File: src/rtl/tlb_refill_ctrl_pkg.sv
// Shared widths, field offsets, FSM encodings and response record for the
// TLB refill controller.
package tlb_refill_ctrl_pkg;

  localparam int ENTRY_W  = 79;
  localparam int IDX_W    = 6;
  localparam int VADDR_W  = 32;
  localparam int VPN2_LSB = 13;
  localparam int VPN2_W   = 19;
  localparam int ASID_W   = 8;

  localparam logic [1:0] ST_IDLE  = 2'd0;
  localparam logic [1:0] ST_QUERY = 2'd1;
  localparam logic [1:0] ST_RESP  = 2'd2;
  localparam logic [1:0] ST_DONE  = 2'd3;

  typedef enum logic {
    SIDE_I = 1'b0,
    SIDE_D = 1'b1
  } side_e;

  typedef struct packed {
    logic               hit;
    logic [IDX_W-1:0]   index;
    logic [ENTRY_W-1:0] entry;
  } l2_resp_t;

  // A MIPS TLB entry maps an even/odd page pair, so the match key drops bit 12.
  function automatic logic [VPN2_W-1:0] vpn2_of(input logic [VADDR_W-1:0] va);
    return va[VPN2_LSB +: VPN2_W];
  endfunction

endpackage

File: src/rtl/tlb_refill_ctrl_rr_arb2.sv
// Two-way arbiter: alternates between ports on a tie, or always favours
// port 1 when fixed_prio is set. History advances only on an accepted grant.
module rr_arb2 (
  input  logic       clk,
  input  logic       resetn,
  input  logic [1:0] req,
  input  logic       fixed_prio,
  input  logic       take,
  output logic [1:0] gnt
);

  logic last;  // 1 = port 1 won the last accepted grant

  always_comb begin
    gnt = req;
    if (req == 2'b11)
      gnt = (fixed_prio || !last) ? 2'b10 : 2'b01;
  end

  always_ff @(posedge clk or negedge resetn) begin
    if (!resetn)
      last <= 1'b0;
    else if (take && (gnt != 2'b00))
      last <= gnt[1];
  end

endmodule

File: src/rtl/tlb_refill_ctrl.sv
// TLB refill controller: arbitrates I/D L1 TLB misses, queries the L2 TLB and
// loads the matching entry back into the requesting L1 or flags a refill trap.
module tlb_refill_ctrl
  import tlb_refill_ctrl_pkg::*;
#(
  parameter int ARB_MODE = 0
) (
  input  logic               clk,
  input  logic               resetn,
  input  logic               i_miss_req,
  input  logic               d_miss_req,
  input  logic [VADDR_W-1:0] i_miss_vaddr,
  input  logic [VADDR_W-1:0] d_miss_vaddr,
  output logic               i_miss_ack,
  output logic               d_miss_ack,
  output logic               i_miss_refill,
  output logic               d_miss_refill,
  input  logic [ASID_W-1:0]  asid,
  output logic               l2_q_valid,
  output logic [VPN2_W-1:0]  l2_q_vpn2,
  output logic [ASID_W-1:0]  l2_q_asid,
  input  logic               l2_r_hit,
  input  logic [IDX_W-1:0]   l2_r_index,
  input  logic [ENTRY_W-1:0] l2_r_entry,
  output logic [ENTRY_W-1:0] ld_tlb,
  output logic [IDX_W-1:0]   ld_index,
  output logic               ild_en,
  output logic               dld_en,
  input  logic               tlbw_busy,
  input  logic               flush
);

  logic [1:0]        state;
  side_e             side;
  logic [VPN2_W-1:0] vpn2;
  logic              stale;
  l2_resp_t          resp;

  logic [1:0] gnt;
  logic       grant_ok;
  logic       done;
  logic       req_live;
  logic       ack;
  logic       load;

  assign grant_ok = (state == ST_IDLE) && !flush && !tlbw_busy;

  rr_arb2 u_arb (
    .clk        (clk),
    .resetn     (resetn),
    .req        ({d_miss_req, i_miss_req}),
    .fixed_prio (ARB_MODE == 1),
    .take       (grant_ok),
    .gnt        (gnt)
  );

  // stale marks an L2 answer that a concurrent TLBWI/TLBWR may have overtaken.
  always_ff @(posedge clk or negedge resetn) begin
    if (!resetn) begin
      state <= ST_IDLE;
      side  <= SIDE_I;
      vpn2  <= '0;
      stale <= 1'b0;
      resp  <= '0;
    end else if (flush) begin
      state <= ST_IDLE;
      stale <= 1'b0;
    end else begin
      case (state)
        ST_IDLE: begin
          if (grant_ok && (gnt != 2'b00)) begin
            side  <= gnt[1] ? SIDE_D : SIDE_I;
            vpn2  <= vpn2_of(gnt[1] ? d_miss_vaddr : i_miss_vaddr);
            state <= ST_QUERY;
          end
        end
        ST_QUERY: begin
          stale <= tlbw_busy;
          state <= ST_RESP;
        end
        ST_RESP: begin
          if (tlbw_busy) begin
            stale <= 1'b1;
          end else if (stale) begin
            stale <= 1'b0;
            state <= ST_QUERY;
          end else begin
            resp  <= '{hit: l2_r_hit, index: l2_r_index, entry: l2_r_entry};
            state <= ST_DONE;
          end
        end
        ST_DONE: state <= ST_IDLE;
        default: state <= ST_IDLE;
      endcase
    end
  end

  // A requester that has withdrawn still gets its L1 loaded, but no ack.
  assign done     = (state == ST_DONE) && !flush;
  assign req_live = (side == SIDE_D) ? d_miss_req : i_miss_req;
  assign ack      = done && req_live;
  assign load     = done && resp.hit;

  assign i_miss_ack    = ack && (side == SIDE_I);
  assign d_miss_ack    = ack && (side == SIDE_D);
  assign i_miss_refill = i_miss_ack && !resp.hit;
  assign d_miss_refill = d_miss_ack && !resp.hit;

  assign ild_en   = load && (side == SIDE_I);
  assign dld_en   = load && (side == SIDE_D);
  assign ld_tlb   = load ? resp.entry : '0;
  assign ld_index = load ? resp.index : '0;

  assign l2_q_valid = (state == ST_QUERY);
  assign l2_q_vpn2  = l2_q_valid ? vpn2 : '0;
  assign l2_q_asid  = l2_q_valid ? asid : '0;

endmodule

File: config.mk
export PLATFORM = sky130hd
export DESIGN_NAME = tlb_refill_ctrl
export DESIGN_NICKNAME = d
export VERILOG_FILES = /design/src/rtl/tlb_refill_ctrl_pkg.sv /design/src/rtl/tlb_refill_ctrl_rr_arb2.sv /design/src/rtl/tlb_refill_ctrl.sv
export SDC_FILE = /design/constraint.sdc
export NUM_CORES = 1
export LEC_CHECK = 0
export BUFFER_PORTS_ARGS = -buffer_cell sky130_fd_sc_hd__buf_2
export CAP_MARGIN = 15
export CORE_AREA = 2 2 108 110
export DETAILED_ROUTE_END_ITERATION = 8
export DIE_AREA = 0 0 110 112
export PLACE_DENSITY_LB_ADDON = 0.08
export SETUP_SLACK_MARGIN = 0.15
export SLEW_MARGIN = 20
export SYNTH_ARGS = -nofsm -noshare
export SYNTH_HDL_FRONTEND = slang
export SYNTH_SLANG_ARGS = --single-unit
File: constraint.sdc
create_clock -name clk -period 5.5 [get_ports clk]
set_clock_uncertainty 0.2 [all_clocks]
set_input_delay 1.1 -clock clk [delete_from_list [all_inputs] [get_ports clk]]
set_output_delay 1.1 -clock clk [all_outputs]
set_load 0.005 [all_outputs]
==> reports/metrics.csv <==
stage,metric,value,unit
sta,hold_violations,0,
global_route,grt_pass1_wl,20100,um
detailed_routing,viasPerCell,5.06,
cts,post_cts_buffers,0,
detailed_routing,routedWlPerCell,16.5,um
power,comb_power_share,20.3,%
die,ioPinCount,283,
sta,timing.fmax,253,MHz
synth,synth_top_family_by_area,multiplexers,
layout,fin_area,7040,um2
cts,h-tree-depth,3,
synth,yosys.area_share.simple,15.3,%
power,p_total,2.40,mW
cts,clockRootBuffer,clkbuf_16,
worst_setup_path,worstReg2RegStart,state[0],
place,routabilityCongestion,0.816,
job,timing.max_cap.violations,0,
worst_setup_path,r2r_end,resp[55],
power,p_int,1.81,mW
synth,synth_compound_area_share,0.582,%
die,fp.dieH,112,um
place,hpwlAfterDp,8880,um
sta,tightestPinTransition,0.957,ns
layout,final_common_cell,buf_2,
sta,setup_viol,0,
global_route,grt_antenna_before_repair,0,
global_route,grt_pass1_vias,3967,
sta,holdWs,0.285,ns
sta,slew_viol_final,0,
worst_setup_path,path_cells,buf_2 > and3b_2 > buf_4 > and3_1 > buf_2,
cts,cts_sinks,110,
synth,netlist_instances,406,
worst_setup_path,start_kind,input port,
worst_setup_path,cp_data_required_time,4.20,ns
detailed_routing,num_vias,4001,
worst_setup_path,crit_fanout,72,
detailed_routing,wirelength,13000,um
layout,area_growth,31.0,%
worst_setup_path,cp_top_family,buffers and inverters,
power,p_clk_share,30.7,%
power,p_seq_share,49.0,%
place,post_dp_cell_area,6700,um2
sta,min_period,3.95,ns
sta,fin_setup_tns,0,ns
synth,ys_ff_latch,110,
worst_setup_path,worstSetupPathType,in -> out,
layout,stdcell_count,791,
global_route,grt_util_all_layers,20.8,%
place,port_buffers,256,
synth,ys_types,23,
place,dpl.cell_count,775,
worst_setup_path,critical-path-max-stage-delay,0.56,ns
die,core,11200,um2
die,dieWidth,110,um
worst_setup_path,crit_buf_inv,3,
die,initial_core_util,48.1,%
cts,cts_tree,yes,
synth,synthAdderAreaFrac,0,%
layout,layout.nets,807,
layout,drive_gt1_share,59.9,%
cts,cts_buffer_depth,2,
cts,clk_pin_slew,0.07,ns
outcome,status,completed,
cts,clk_latency,0.33,ns
detailed_routing,ant_nets,0,
synth,synth.net_count,570,
synth,yosysWarnings,0,
layout,layout_common_cells,"255 x buf_2, 109 x dfrtp_1, 87 x and3_1",
worst_hold_path,min_from,vpn2[17],
worst_setup_path,ff2ff_path_depth,4,
global_route,grt-ovfl-total,0,
power,p_sw_share,24.6,%
worst_setup_path,worstPathArrival,2.65,ns
worst_hold_path,hold_path_depth,1,
detailed_routing,first_iter_violations,239,
global_route,grt_max_degree,91,
synth,avgSynthCellArea,13.2,um2
sta,min_period_over_period,71.7,%
cts,hold_buffers,0,
worst_setup_path,slowest_stage,buf_4,
worst_setup_path,r2r_slack,2.82,ns
layout,final_util,63.0,%
worst_setup_path,endpoint_kind,output pin,
synth,synth_area,5370,um2
cts,cts_buffers,9,
synth,synth_xor_area_share,0,%
sta,setup_slack,1.55,ns
detailed_routing,dr.pass1.iters,4,
worst_setup_path,cpMostUsedCell,buf_2,
die,die-area,12300,um2
die,row_count,39,
synth,synth_mux_area_share,29.2,%
sta,slew-limit-headroom,36.2,%
worst_hold_path,hold_path_class,reg -> reg,
power,p_leak,4.22,nW
worst_hold_path,min_to,vpn2[17],
place,place_worst_setup_slack,1.61,ns
synth,seq_area_frac_synth,51.2,%
layout,diodes,0,
worst_setup_path,cp.depth,5,
power,power_switching,589,uW
power,ir_worst_vdd,0.175,mV
power,p_per_area,341,nW/um2
sta,grt_setup_unrepaired,no,
cts,cts_resized,0,
detailed_routing,drc,0,
[logic make-up (layout without fill, tap and decap cells)]
group	after synthesis	count (layout)
and+or+nand+nor	129	129
muxes	126	126
DFF	110	110
buffers and inverters	36	278
AOI/OAI and AO/OA	5	5
[layout make-up]
cell class	count	area [um2]
fillers	907	4130
flip-flops and latches	110	2750
multi-input cells	260	2440
repair buffers	262	1330
clock buffers	10	229
well taps	143	179
clock inverters	6	109
[cells in the mapped netlist, drive strengths merged]
cell type | n | area, um2
nand3b | 1 | 11.3
nand2b | 1 | 6.26
nand2 | 1 | 3.75
buf | 18 | 133
a21oi | 2 | 10.0
or3b | 1 | 8.76
clkbuf | 18 | 67.6
and3 | 87 | 544
nor2b | 4 | 25.0
nor3 | 1 | 10.0
and2 | 27 | 169
dfrtp | 110 | 2750
mux2 | 126 | 1570
a21boi | 1 | 7.51
nor2 | 3 | 11.3
nor3b | 1 | 12.5
o31a | 1 | 8.76
o21ai | 1 | 5.00
and3b | 2 | 17.5
[layer usage]
metal  global-route usage, %  wire, um
met2                    34.1      6280
met5                       0         0
met3                    5.33      1070
met1                    26.6      5440
met4                    7.17       237
[flip-flops by register name, indices dropped and copies added (netlist names)]
register / count
resp: 86
side: 1
stale: 1
state: 2
u_arb.last: 1
vpn2: 19
[how the worst max path moves through the flow]
| stage | slack, ns | endpoint | startpoint |
|---|---|---|---|
| floorplan | 2.29 | i_miss_refill | flush |
| global placement | 1.63 | ld_tlb[0] | flush |
| detailed placement | 1.61 | ld_tlb[22] | flush |
| CTS | 1.60 | ld_tlb[9] | flush |
| global route | 1.47 | ld_tlb[16] | flush |
| finish | 1.55 | ld_tlb[9] | flush |
[power groups by stage]
stage	clock network (mW)	registers, mW	logic, mW
global placement	0	1.17	0.474
CTS	0.754	1.17	0.495
global route	0.786	1.21	0.532
finish	0.737	1.18	0.487
detailed placement	0	1.19	0.489
floorplan	0	1.14	0.363
Power figures use the tool's default switching activity.
